--- src/rtl/operand_loader_if.sv ---
// Switch/key inputs and captured-operand outputs between the user panel and the adder.
interface operand_loader_if;
   logic [3:0] SW_DATA;
   logic       SW_CIN;
   logic       KEY_LOAD;
   logic [3:0] A;
   logic [3:0] B;
   logic       TE;
   logic       VALID;
   logic [1:0] STATE;

   modport master (
      output SW_DATA, SW_CIN, KEY_LOAD,
      input  A, B, TE, VALID, STATE
   );

   modport slave (
      input  SW_DATA, SW_CIN, KEY_LOAD,
      output A, B, TE, VALID, STATE
   );
endinterface

--- src/rtl/operand_loader.sv ---
// Debounced pushbutton captures operand A, then B with carry-in, from one switch group.
// A clean press reaches the registered outputs DEBOUNCE_CYCLES+3 edges after the key is first sampled low.
module operand_loader #(
   parameter int DEBOUNCE_CYCLES = 1000000
) (
   input logic               CLOCK_50,
   input logic               RESET,
   operand_loader_if.slave   io
);

   localparam int CW = $clog2(DEBOUNCE_CYCLES);

   typedef enum logic [1:0] {
      LOAD_A = 2'b00,
      LOAD_B = 2'b01,
      READY  = 2'b10
   } state_t;

   state_t        state, state_nxt;
   logic          key_s1, key_s2;
   logic          key_deb, key_deb_d;
   logic [CW-1:0] deb_cnt;
   logic          press;
   logic [3:0]    a_q, a_nxt;
   logic [3:0]    b_q, b_nxt;
   logic          te_q, te_nxt;
   logic          valid_q, valid_nxt;

   // Key idles high (released); the counter only runs while the synchronized level disagrees.
   always_ff @(posedge CLOCK_50) begin
      if (RESET) begin
         key_s1    <= 1'b1;
         key_s2    <= 1'b1;
         key_deb   <= 1'b1;
         key_deb_d <= 1'b1;
         deb_cnt   <= '0;
      end else begin
         key_s1    <= io.KEY_LOAD;
         key_s2    <= key_s1;
         key_deb_d <= key_deb;
         if (key_s2 == key_deb) begin
            deb_cnt <= '0;
         end else if (deb_cnt == CW'(DEBOUNCE_CYCLES - 1)) begin
            key_deb <= key_s2;
            deb_cnt <= '0;
         end else begin
            deb_cnt <= deb_cnt + CW'(1);
         end
      end
   end

   assign press = key_deb_d & ~key_deb;

   always_ff @(posedge CLOCK_50) begin
      if (RESET) begin
         state   <= LOAD_A;
         a_q     <= 4'd0;
         b_q     <= 4'd0;
         te_q    <= 1'b0;
         valid_q <= 1'b0;
      end else begin
         state   <= state_nxt;
         a_q     <= a_nxt;
         b_q     <= b_nxt;
         te_q    <= te_nxt;
         valid_q <= valid_nxt;
      end
   end

   always_comb begin
      state_nxt = state;
      a_nxt     = a_q;
      b_nxt     = b_q;
      te_nxt    = te_q;
      valid_nxt = valid_q;
      case (state)
         LOAD_A: begin
            if (press) begin
               a_nxt     = io.SW_DATA;
               state_nxt = LOAD_B;
            end
         end
         LOAD_B: begin
            if (press) begin
               b_nxt     = io.SW_DATA;
               te_nxt    = io.SW_CIN;
               valid_nxt = 1'b1;
               state_nxt = READY;
            end
         end
         READY: begin
            // Old B/TE stay visible until the next B capture overwrites them.
            if (press) begin
               a_nxt     = io.SW_DATA;
               valid_nxt = 1'b0;
               state_nxt = LOAD_B;
            end
         end
         default: begin
            state_nxt = LOAD_A;
            valid_nxt = 1'b0;
         end
      endcase
   end

   assign io.A     = a_q;
   assign io.B     = b_q;
   assign io.TE    = te_q;
   assign io.VALID = valid_q;
   assign io.STATE = state;

endmodule

--- src/flat_wrapper.sv ---
// flat-port wrapper written by rule: the top's interface ports become plain ports
module operand_loader_flat 
#(
   parameter int DEBOUNCE_CYCLES = 1000000
)
  (CLOCK_50, RESET, io_SW_DATA, io_SW_CIN, io_KEY_LOAD, io_A, io_B, io_TE, io_VALID, io_STATE);
  operand_loader_if io_i ();
  input logic CLOCK_50;
  input logic RESET;
  input wire logic [$bits(io_i.SW_DATA)-1:0] io_SW_DATA;
  input wire logic [$bits(io_i.SW_CIN)-1:0] io_SW_CIN;
  input wire logic [$bits(io_i.KEY_LOAD)-1:0] io_KEY_LOAD;
  output wire logic [$bits(io_i.A)-1:0] io_A;
  output wire logic [$bits(io_i.B)-1:0] io_B;
  output wire logic [$bits(io_i.TE)-1:0] io_TE;
  output wire logic [$bits(io_i.VALID)-1:0] io_VALID;
  output wire logic [$bits(io_i.STATE)-1:0] io_STATE;
  assign io_i.SW_DATA = io_SW_DATA;
  assign io_i.SW_CIN = io_SW_CIN;
  assign io_i.KEY_LOAD = io_KEY_LOAD;
  assign io_A = io_i.A;
  assign io_B = io_i.B;
  assign io_TE = io_i.TE;
  assign io_VALID = io_i.VALID;
  assign io_STATE = io_i.STATE;
  operand_loader #(.DEBOUNCE_CYCLES(DEBOUNCE_CYCLES)) u_core (.CLOCK_50(CLOCK_50), .RESET(RESET), .io(io_i));
endmodule
--- config.mk ---
export PLATFORM = sky130hd
export DESIGN_NAME = operand_loader_flat
export DESIGN_NICKNAME = d
export VERILOG_FILES = /design/src/rtl/operand_loader_if.sv /design/src/rtl/operand_loader.sv /design/src/flat_wrapper.sv
export SDC_FILE = /design/constraint.sdc
export NUM_CORES = 1
export LEC_CHECK = 0
export CORE_MARGIN = 4
export CORE_UTILIZATION = 53
export CTS_CLUSTER_DIAMETER = 200
export DETAILED_ROUTE_END_ITERATION = 7
export PLACE_DENSITY = 0.77
export SYNTH_ARGS = -nofsm -noshare
export SYNTH_HDL_FRONTEND = slang
export SYNTH_SLANG_ARGS = --single-unit
export TNS_END_PERCENT = 100
--- constraint.sdc ---
create_clock -name CLOCK_50 -period 2.3 [get_ports CLOCK_50]
set_clock_uncertainty 0.15 [all_clocks]
set_input_delay 0.23 -clock CLOCK_50 [delete_from_list [all_inputs] [get_ports CLOCK_50]]
set_output_delay 0.23 -clock CLOCK_50 [all_outputs]
set_load 0.005 [all_outputs]
==> impl_metrics.json, run 1 <==
{
  "grt_overflow": 0,
  "grt_pass1_vias": 1112,
  "criticalPathCategory": "flop to flop",
  "syn_inst": 164,
  "vias_per_cell": 5.556,
  "cts_tree": "yes",
  "fin_crit_ns": 1.839,
  "hp-class": "flop to flop",
  "placedCellCount": 208,
  "cp.arrival_ns": 1.96,
  "clk_latency_ns": 0.34,
  "htreeDepth": 2,
  "post-route-period-util_pct": 79.94,
  "hold_ws_ns": 0.2744,
  "first_iter_violations": 54,
  "finalSetupViolCount": 0,
  "yosys_warnings": 0,
  "die-width_um": 61.40,
  "synthArstFlopShare_pct": 0,
  "drive_gt1_share_pct": 8.649,
  "final_common_cell": "dfxtp_1",
  "track_usage_pct": 17.39,
  "hold_buffers": 0,
  "power_leakage_uw": 0.0005822,
  "worstMarginPinSlew_ns": 0.3878,
  "ys_types": 34,
  "power_density_mw_per_mm2": 611.6,
  "fin_setup_tns_ns": 0,
  "clockBufferDepth": 2,
  "status": "completed",
  "grt_pass1_wl_um": 4747,
  "layout_common_cells": "36 x dfxtp_1, 27 x nor2_1, 19 x clkdlybuf4s50_1",
  "die_h_um": 61.40,
  "crit_fanout": 6,
  "clock.fmax_mhz": 543.9,
  "stdcell_count": 216,
  "ant_nets": 0,
  "power.total_uw": 1083,
  "end_kind": "flop",
  "grt_max_degree": 19,
  "synth_seq_area_share_pct": 47.68,
  "ys_seq_elements": 36,
  "wl_per_cell_um": 13.01,
  "diodes": 0,
  "final_hold_viol_count": 0,
  "drc": 0,
  "die_area_mm2": 0.003770,
  "finalMaxSlewViolations": 0,
  "cts_buffers": 5,
  "firstDrtPassIters": 4,
  "required_ns": 2.42,
  "clk_transition_reported_paths_ns": 0.10,
  "clock_sinks": 36,
  "ys.flop_type": "dfxtp_1",
  "rsz0062_at_grt": "no",
  "synthToLayoutAreaGrowth_pct": 17.14,
  "num_vias": 1200,
  "initial_utilization_pct": 55.29,
  "synth_edf_count": 0,
  "fin_util_pct": 64.76,
  "antenna_found_initial": 0,
  "io_pins": 20,
  "post_cts_buffers": 0,
  "synth_nets": 173,
  "core_area_mm2": 0.002734,
  "crit_path_start_kind": "flop",
  "maxCapViolations": 0,
  "portBuffers": 19,
  "post_cts_resized": 0,
  "dp_hpwl_um": 2085,
  "place.gp.congestion": 0.7890,
  "relSlewSlack_pct": 73.78,
  "nets": 193,
  "finalWirelength_um": 2810,
  "fp-row-count": 19,
  "synth.avg_cell_area_um2": 9.216,
  "vdd_drop_max_mv": 0.8764,
  "syn_area_mm2": 0.001511,
  "cts_root_buf": "clkbuf_4"
}
==> routing by layer <==
metal  GRT usage [%]  wire [um]  vias to the layer above
met2           26.74       1322                       28
met5               0          0                        -
met1           21.47       1304                      557
met3           5.241        117                        8
li1                -          -                      607
met4           10.30         67                        0
==> worst max-delay path, stage by stage, from the launching register on <==
cell and delay, ns:
dfxtp_1 0.38, ha_1 0.21, and3_1 0.26, nand3_1 0.19, or4_1 0.44, a21oi_1 0.14
==> sequential cells by signal, summed over array words and instances, names as in the netlist <==
name and flops:
u_core.io.VALID 1, u_core.deb_cnt 20, u_core.io.TE 1, u_core.key_s2 1, u_core.io.A 4, u_core.io.STATE 2, u_core.key_s1 1, u_core.key_deb 1
u_core.key_deb_d 1, u_core.io.B 4
==> path summary, 6_finish.rpt <==
kind	from	endpoint	slack, ns	cells past startpoint
setup / recovery	u_core.deb_cnt[0]	u_core.deb_cnt[18]	0.46	5
setup reg to reg	u_core.deb_cnt[0]	u_core.deb_cnt[18]	0.46	5
hold reg to reg	u_core.key_s1	u_core.key_s2	0.27	1
hold / removal	u_core.key_s1	u_core.key_s2	0.27	1
==> layout make-up <==
cell class                      count  area [um2]
Sequential cell                    36       720.7
Fill cell                         226       963.4
Clock buffer                        6       41.29
Multi-Input combinational cell    118       725.7
Timing Repair Buffer               20       197.7
Clock inverter                      2       35.03
Inverter                            3       11.26
Tap cell                           31       38.79
==> logic make-up after synthesis <==
| group | synth area share [%] |
|---|---|
| AO/OA/AOI/OAI | 9.189 |
| multiplexers | 3.974 |
| flip-flops | 47.68 |
| AND/OR/NAND/NOR | 26.49 |
| adder cells (fa/ha/maj) | 0.8277 |
| XOR/XNOR | 7.533 |
| buffers and inverters | 4.304 |
==> where the power goes <==
part	internal [uW]	switching (uW)	leakage (uW)	total (uW)
clock	228	204	0.0000422	432
combinational	14.3	10.1	0.000250	24.4
sequential	625	1.04	0.000290	626
==> per-stage QoR <==
| stage | worst slack, ns | cell area [um2] |
|---|---|---|
| floorplan | 0.6559 | 1511 |
| global placement | 0.5671 | 1694 |
| detailed placement | 0.4831 | 1694 |
| CTS | 0.4513 | 1770 |
| global route | 0.3237 | 1770 |
| finish | 0.4613 | 1770 |
==> synthesized netlist by cell type (2+ instances only) <==
master	number	area share (%)
nor3_1	2	0.66
nand4_1	6	2.5
nor2_1	27	6.7
xnor2_1	4	2.3
and3_1	2	0.83
or2_2	2	0.83
a21oi_1	13	4.3
xor2_1	9	5.2
o21ai_0	8	2.6
buf_6	2	1.5
or3_1	2	0.83
clkbuf_1	2	0.50
nand2b_1	2	0.83
buf_2	2	0.66
nand2_1	10	2.5
and2_1	2	0.83
inv_1	3	0.74
or4_1	3	1.5
mux2i_1	6	4.0
o31ai_1	3	1.5
nand3_1	5	1.7
nor2b_1	2	0.83
dfxtp_1	36	48
Note: power is estimated with default switching activity, not from simulation.
==> run 2: changes to the inputs <==
CORE_UTILIZATION = 48   (was 53)
PLACE_DENSITY = 0.74   (was 0.77)
clock period = 1.55 ns   (was 2.3 ns; I/O delays follow)
==> run 2 against run 1 <==
  * The flow now finishes with violations (negative setup slack)
  * Total power rose by 49%
  * Largest power group unchanged
  * Clock power rose by 50%
  * Via count rose by 12%
  * Critical endpoint is now u_core.deb_cnt[19]
  * Fmax rose by 12%
  * Sequential share of layout area fell by 5.6 points
  * Die area rose by 9.0%
  * Critical path depth fell by 1
  * Design area rose by 21%
==> impl_metrics.json, run 2 (same netlist as run 1, synthesis figures left out) <==
{
  "r2r_cells": 4,
  "post-route-period-util_pct": 106.4,
  "top_register": "u_core.deb_cnt",
  "final_common_cell": "buf_4",
  "clk_latency_ns": 0.34,
  "nets": 222,
  "postPlaceCellArea_mm2": 0.001927,
  "largest_reg_flops": 20,
  "drc": 0,
  "vias_per_cell": 5.209,
  "met1_usage_pct": 19.50,
  "status": "complete, but fails checks",
  "die_h_um": 64.12,
  "antenna_found_initial": 0,
  "grtUsageMet3_pct": 6.151,
  "layout_common_cells": "29 x buf_4, 26 x nor2_1, 18 x dfxtp_2",
  "clock_sinks": 36,
  "finish.instance_area_mm2": 0.002151,
  "vdd_drop_max_mv": 0.5216,
  "drive_gt1_share_pct": 38.32,
  "hold_path_startpoint": "io_KEY_LOAD",
  "hp-class": "input port to flop",
  "grt_pass1_wl_um": 5789,
  "p_seq_share_pct": 57.2,
  "relSlewSlack_pct": 77.95,
  "busiest_layer": "met2",
  "track_usage_pct": 17.91,
  "cts_buffers": 5,
  "maxCapViolations": 0,
  "p_sw_uw": 330.8,
  "wl_per_cell_um": 13.66,
  "power_frac_clock_pct": 40.2,
  "grt_overflow": 0,
  "finalWirelength_um": 3523,
  "grt_max_degree": 17,
  "fin_setup_tns_ns": -0.1787,
  "cp.arrival_ns": 1.78,
  "ff2ff_setup_slack_ns": -0.1,
  "worst_slack_ns": -0.09891,
  "violations": "negative setup slack",
  "finalSetupViolCount": 3,
  "num_vias": 1344,
  "worst_r2r_endpoint": "u_core.deb_cnt[19]",
  "synthToLayoutAreaGrowth_pct": 42.30,
  "criticalPathCategory": "flop to flop",
  "fp-row-count": 20,
  "final_hold_viol_count": 0,
  "core_area_mm2": 0.003028,
  "place.gp.congestion": 0.8898,
  "p_comb_share_pct": 2.6,
  "die_area_mm2": 0.004111,
  "first_iter_violations": 56,
  "firstDrtPassIters": 4,
  "initial_utilization_pct": 49.92,
  "netSwitchingFraction_pct": 20.46,
  "crit_path_start_kind": "flop",
  "finalMaxSlewViolations": 0,
  "required_ns": 1.68,
  "fill_cells": 234,
  "clockBufferDepth": 2,
  "diodes": 0,
  "dp_hpwl_um": 2437,
  "crit_fanout": 5,
  "cts_tree": "yes",
  "ant_nets": 0,
  "end_kind": "flop",
  "clock.fmax_mhz": 606.5,
  "portBuffers": 19,
  "grt_pass1_vias": 1389,
  "io_pins": 20,
  "clk_transition_reported_paths_ns": 0.11,
  "die-width_um": 64.12,
  "fin_crit_ns": 1.649,
  "htreeDepth": 2,
  "worstMarginPinSlew_ns": 0.3295,
  "rsz0062_at_grt": "yes",
  "power_density_mw_per_mm2": 751.7,
  "grt_use_met2_pct": 30.58,
  "internal-power_uw": 1286,
  "r2r_start": "u_core.deb_cnt[7]",
  "power_leakage_uw": 0.0008035,
  "cp-startpoint": "u_core.deb_cnt[7]",
  "crit_end": "u_core.deb_cnt[19]",
  "fin_util_pct": 71.03,
  "cts_root_buf": "clkbuf_4",
  "power.total_uw": 1617
}
[run 2: cell count changes in the layout (fill, tap and decap cells not counted), moves of 2 or more]
cell,delta
a21oi_2,+3
or4_4,+2
clkdlybuf4s50_1,-3
dfxtp_2,+18
buf_4,+28
dfxtp_4,+3
o31ai_2,+2
o31ai_1,-2
and4_4,+2
dlymetal6s2s_1,+2
or4_1,-2
dfxtp_1,-21
a21oi_1,-3
[run 2: worst min-delay path by stage]
| stage | cells after the start | slack [ns] | endpoint |
|---|---|---|---|
| global placement | 1 | 0.25 | u_core.key_s2 |
| finish | 2 | 0.23 | u_core.key_s1 |
| floorplan | 1 | 0.11 | u_core.key_s1 |
| CTS | 2 | 0.21 | u_core.key_s1 |
| global route | 3 | 0.21 | u_core.io.A[2] |
| detailed placement | 1 | 0.26 | u_core.key_s2 |
[run 2: layer usage]
| metal | part of all wire (%) | routed length (um) |
|---|---|---|
| met1 | 44 | 1537 |
| met2 | 51 | 1781 |
| met3 | 3.7 | 129 |
| met4 | 2.1 | 74 |
| met5 | 0 | 0 |
[run 2: layout make-up]
class	count	area, um2	area share (%)
clock buffer	6	41.29	1.920
clock inverter	2	35.03	1.629
inverter	3	11.26	0.5236
multi-input combinational	118	822.0	38.22
sequential	36	754.5	35.08
tap	44	55.05	2.560
timing repair buffer	49	431.7	20.07
[run 2: critical path, cell delays in order (launching register included)]
cell,delay [ns]
dfxtp_2,0.37
and4_4,0.28
nand3_4,0.11
or4_1,0.50
a21oi_1,0.17
[run 2: timing repair]
action / in CTS / in global routing
pin swaps: 1 / 5
endpoints found under the setup margin: 20 / 32
gates cloned: 0 / 0
hold buffers: 0 / 0
setup buffers: 0 / 5
resized for setup: 6 / 32
[run 2: power groups by stage]
stage,Clock [uW],Sequential [uW],Combinational [uW]
2_1_floorplan,0,950,15.4
3_3_place_gp,0,951,40.9
3_5_place_dp,0,951,41.8
4_1_cts,666,929,41.8
5_1_grt,703,926,46.8
6_report,650,924,42.5
[run 2: through the flow]
step                      instances  setup slack, ns  hold slack, ns
after floorplan                 164        -0.005372          0.1088
after global placement          245         -0.06592          0.2509
after detailed placement        245          -0.1158          0.2596
after CTS                       253         -0.08643          0.2088
after global routing            258          -0.1407          0.2142
final                           258         -0.09891          0.2256
==> run 3: changes to the inputs <==
ABC_AREA = 1   (was unset)
CORE_UTILIZATION = 49   (was 48)
GPL_TIMING_DRIVEN = 0   (was unset)
==> run 3 against run 2 <==
  * The flow now finishes without violations
  * Critical path depth decreased by 3
  * Die area is 6.6% higher
  * Final cell count up 14%
  * Routed wire length decreased by 8.0%
  * Sequential share of layout area is 0.58 points higher
  * Fmax is 9.4% higher
  * Flip-flop and latch count stayed put
  * First-iteration DRC count increased by 30%
==> impl_metrics.json, run 3 <==
{
  "status": "completed",
  "multi_input_area_um2": 853.3,
  "ff_latch_area_um2": 734.5,
  "syn_area_mm2": 0.001660,
  "fp-row-count": 20,
  "layout_common_cells": "38 x nand2_1, 30 x nor2_1, 25 x dfxtp_1",
  "cp-startpoint": "u_core.io.STATE[0]",
  "synth_seq_area_share_pct": 43.41,
  "clock_sinks": 36,
  "synth_xor_area_share_pct": 4.220,
  "top_register": "u_core.deb_cnt",
  "relSlewSlack_pct": 80.66,
  "synthArstFlopShare_pct": 0,
  "synthToLayoutAreaGrowth_pct": 24.04,
  "finalSetupViolCount": 0,
  "htreeDepth": 2,
  "required_ns": 1.24,
  "internal-power_uw": 1120,
  "power_frac_clock_pct": 32.2,
  "ys_types": 25,
  "p_sw_uw": 322.6,
  "end_kind": "output pin",
  "netSwitchingFraction_pct": 22.37,
  "rsz0062_at_grt": "yes",
  "place.gp.congestion": 0.8157,
  "grt_pass1_vias": 1363,
  "crit_path_start_kind": "flop",
  "num_vias": 1429,
  "worstMarginPinSlew_ns": 0.2885,
  "synth_top_area_share_pct": 43.41,
  "drive_gt1_share_pct": 23.11,
  "synth-adder-area-share_pct": 0.7536,
  "cts_root_buf": "clkbuf_4",
  "post-route-period-util_pct": 97.23,
  "cpLargestDelayFamily": "buffers and inverters",
  "worst_r2r_endpoint": "u_core.deb_cnt[16]",
  "fin_crit_ns": 1.507,
  "place_ws_ns": -0.09909,
  "synth_area_leaders": "dfxtp_1 43%, nand2_1 8.6%, nor2_1 6.8%",
  "io_pins": 20,
  "firstDrtPassIters": 4,
  "final_common_cell": "nand2_1",
  "crit_path_max_incr_delay_ns": 0.50,
  "fill_cells": 305,
  "clk_transition_reported_paths_ns": 0.10,
  "crit_end": "io_STATE[0]",
  "clk_latency_ns": 0.34,
  "worst_slack_ns": 0.04291,
  "ant_nets": 0,
  "r2r_start": "u_core.deb_cnt[1]",
  "r2r_cells": 8,
  "grt_max_degree": 12,
  "synth_edf_count": 0,
  "drc": 0,
  "criticalPathCategory": "flop to output pin",
  "hold_path_startpoint": "io_KEY_LOAD",
  "synth_nets": 225,
  "first_iter_violations": 73,
  "cp.depth": 1,
  "clockBufferDepth": 2,
  "portBuffers": 18,
  "p_comb_share_pct": 3.3,
  "clock.fmax_mhz": 663.5,
  "synth_top_family_by_area": "simple AND/OR/NAND/NOR gates",
  "crit_fanout": 4,
  "yosysTopAreaCell": "dfxtp_1",
  "dp_hpwl_um": 2361,
  "synth_mux_area_share_pct": 0,
  "power_leakage_uw": 0.0007147,
  "die-width_um": 66.21,
  "diodes": 0,
  "maxCapViolations": 0,
  "synth_common_cells": "38 x nand2_1, 36 x dfxtp_1, 30 x nor2_1",
  "yosys_warnings": 0,
  "cp_slowest_cell": "clkdlybuf4s50_1",
  "synth.avg_cell_area_um2": 7.687,
  "cts_buffers": 5,
  "finalMaxSlewViolations": 0,
  "vias_per_cell": 4.844,
  "antenna_found_initial": 0,
  "ys_seq_elements": 36,
  "synth_compound_area_share_pct": 8.214,
  "worst-path-buf-inv": 1,
  "hp-class": "input port to flop",
  "cts_tree": "yes",
  "wl_per_cell_um": 10.99,
  "power.total_uw": 1442,
  "vdd_drop_max_mv": 0.6297,
  "p_seq_share_pct": 64.4,
  "initial_utilization_pct": 52.66,
  "final_hold_viol_count": 0,
  "syn_inst": 216,
  "synth.most_common_cell": "nand2_1",
  "power_density_mw_per_mm2": 700.3,
  "cp.arrival_ns": 1.20,
  "track_usage_pct": 17.03,
  "ys.flop_type": "dfxtp_1",
  "die_h_um": 66.21,
  "grt_overflow": 0,
  "grt_pass1_wl_um": 5706,
  "path_cells": "clkdlybuf4s50_1",
  "die_area_mm2": 0.004384,
  "nets": 260,
  "ff2ff_setup_slack_ns": 0.08,
  "finalWirelength_um": 3241,
  "core_area_mm2": 0.003153,
  "synth-simple-area-share_pct": 37.15,
  "largest_reg_flops": 20
}
-- run 3: cell types whose count changed in the layout (fill, tap and decap cells not counted), sizes merged, moves of 4 or more --
cell | previous run | this run
nor2 | 27 | 48
a21oi | 13 | 17
inv | 3 | 20
buf | 30 | 11
nand2 | 10 | 43
nand3 | 6 | 19
mux2i | 6 | 0
xor2 | 9 | 3
-- run 3: stage by stage --
step / TNS [ns] / instance area (um2) / hold slack [ns] / util (%) / cells
5_1_grt: -0.05612 / 2059 / 0.2413 / 65.32 / 295
4_1_cts: 0 / 2008 / 0.2094 / 63.69 / 292
3_5_place_dp: -1.038 / 1896 / 0.2516 / 60.12 / 278
2_1_floorplan: 0 / 1660 / 0.1088 / - / 216
3_3_place_gp: -0.7729 / 1896 / 0.2441 / 60.12 / 278
6_report: 0 / 2059 / 0.2216 / 65.32 / 295
-- run 3: layer usage --
| metal | vias up | routed length [um] | global-route usage [%] |
|---|---|---|---|
| li1 | 762 | - | - |
| met1 | 639 | 1547 | 20.77 |
| met2 | 18 | 1518 | 26.77 |
| met3 | 10 | 115 | 4.762 |
| met4 | 0 | 60 | 9.391 |
| met5 | - | 0 | 0 |
-- run 3: worst min-delay path by stage --
stage                     slack, ns            end  cells past startpoint
after floorplan                0.11  u_core.key_s1                      1
after global placement         0.24  u_core.key_s2                      1
after detailed placement       0.25  u_core.key_s2                      1
after CTS                      0.21  u_core.key_s1                      2
after global routing           0.24  u_core.key_s1                      2
final                          0.22  u_core.key_s1                      2
-- run 3: logic make-up after synthesis --
group	after synthesis
and+or+nand+nor	122
DFF	36
AOI/OAI and AO/OA	26
buffers and inverters	23
xor gates and xnor gates	8
adders and majority gates	1
-- run 3: power groups by stage --
stage / Combinational [uW] / Sequential [uW] / Clock (uW)
after floorplan: 21.9 / 950 / 0
after global placement: 42.6 / 951 / 0
after detailed placement: 43.0 / 951 / 0
after CTS: 48.1 / 929 / 488
after global routing: 53.1 / 930 / 524
final: 48.0 / 929 / 465
-- run 3: timing repair --
item,in CTS,in global routing
setup buffers,6,3
hold buffers,1,0
pin swaps,3,3
endpoints found under the setup margin,15,27
endpoints found under the hold margin,7,0
resized for setup,5,11
-- run 3: area by class of cell --
type,instances,share of cell area (%)
plain buffers,2,1.215
repair buffers,28,12.76
multi-input cells,157,41.43
flip-flops and latches,36,35.66
well taps,44,2.673
inverters,21,3.827
clock buffers,5,1.823
clock inverters,2,0.6075
-- run 3: worst reg2reg max path, delay by kind of cell, from the launching register on --
family	cells	cell delay (ns)
adder cells (fa/ha/maj)	1	0.15
flip-flops	1	0.37
AND/OR/NAND/NOR	7	0.72
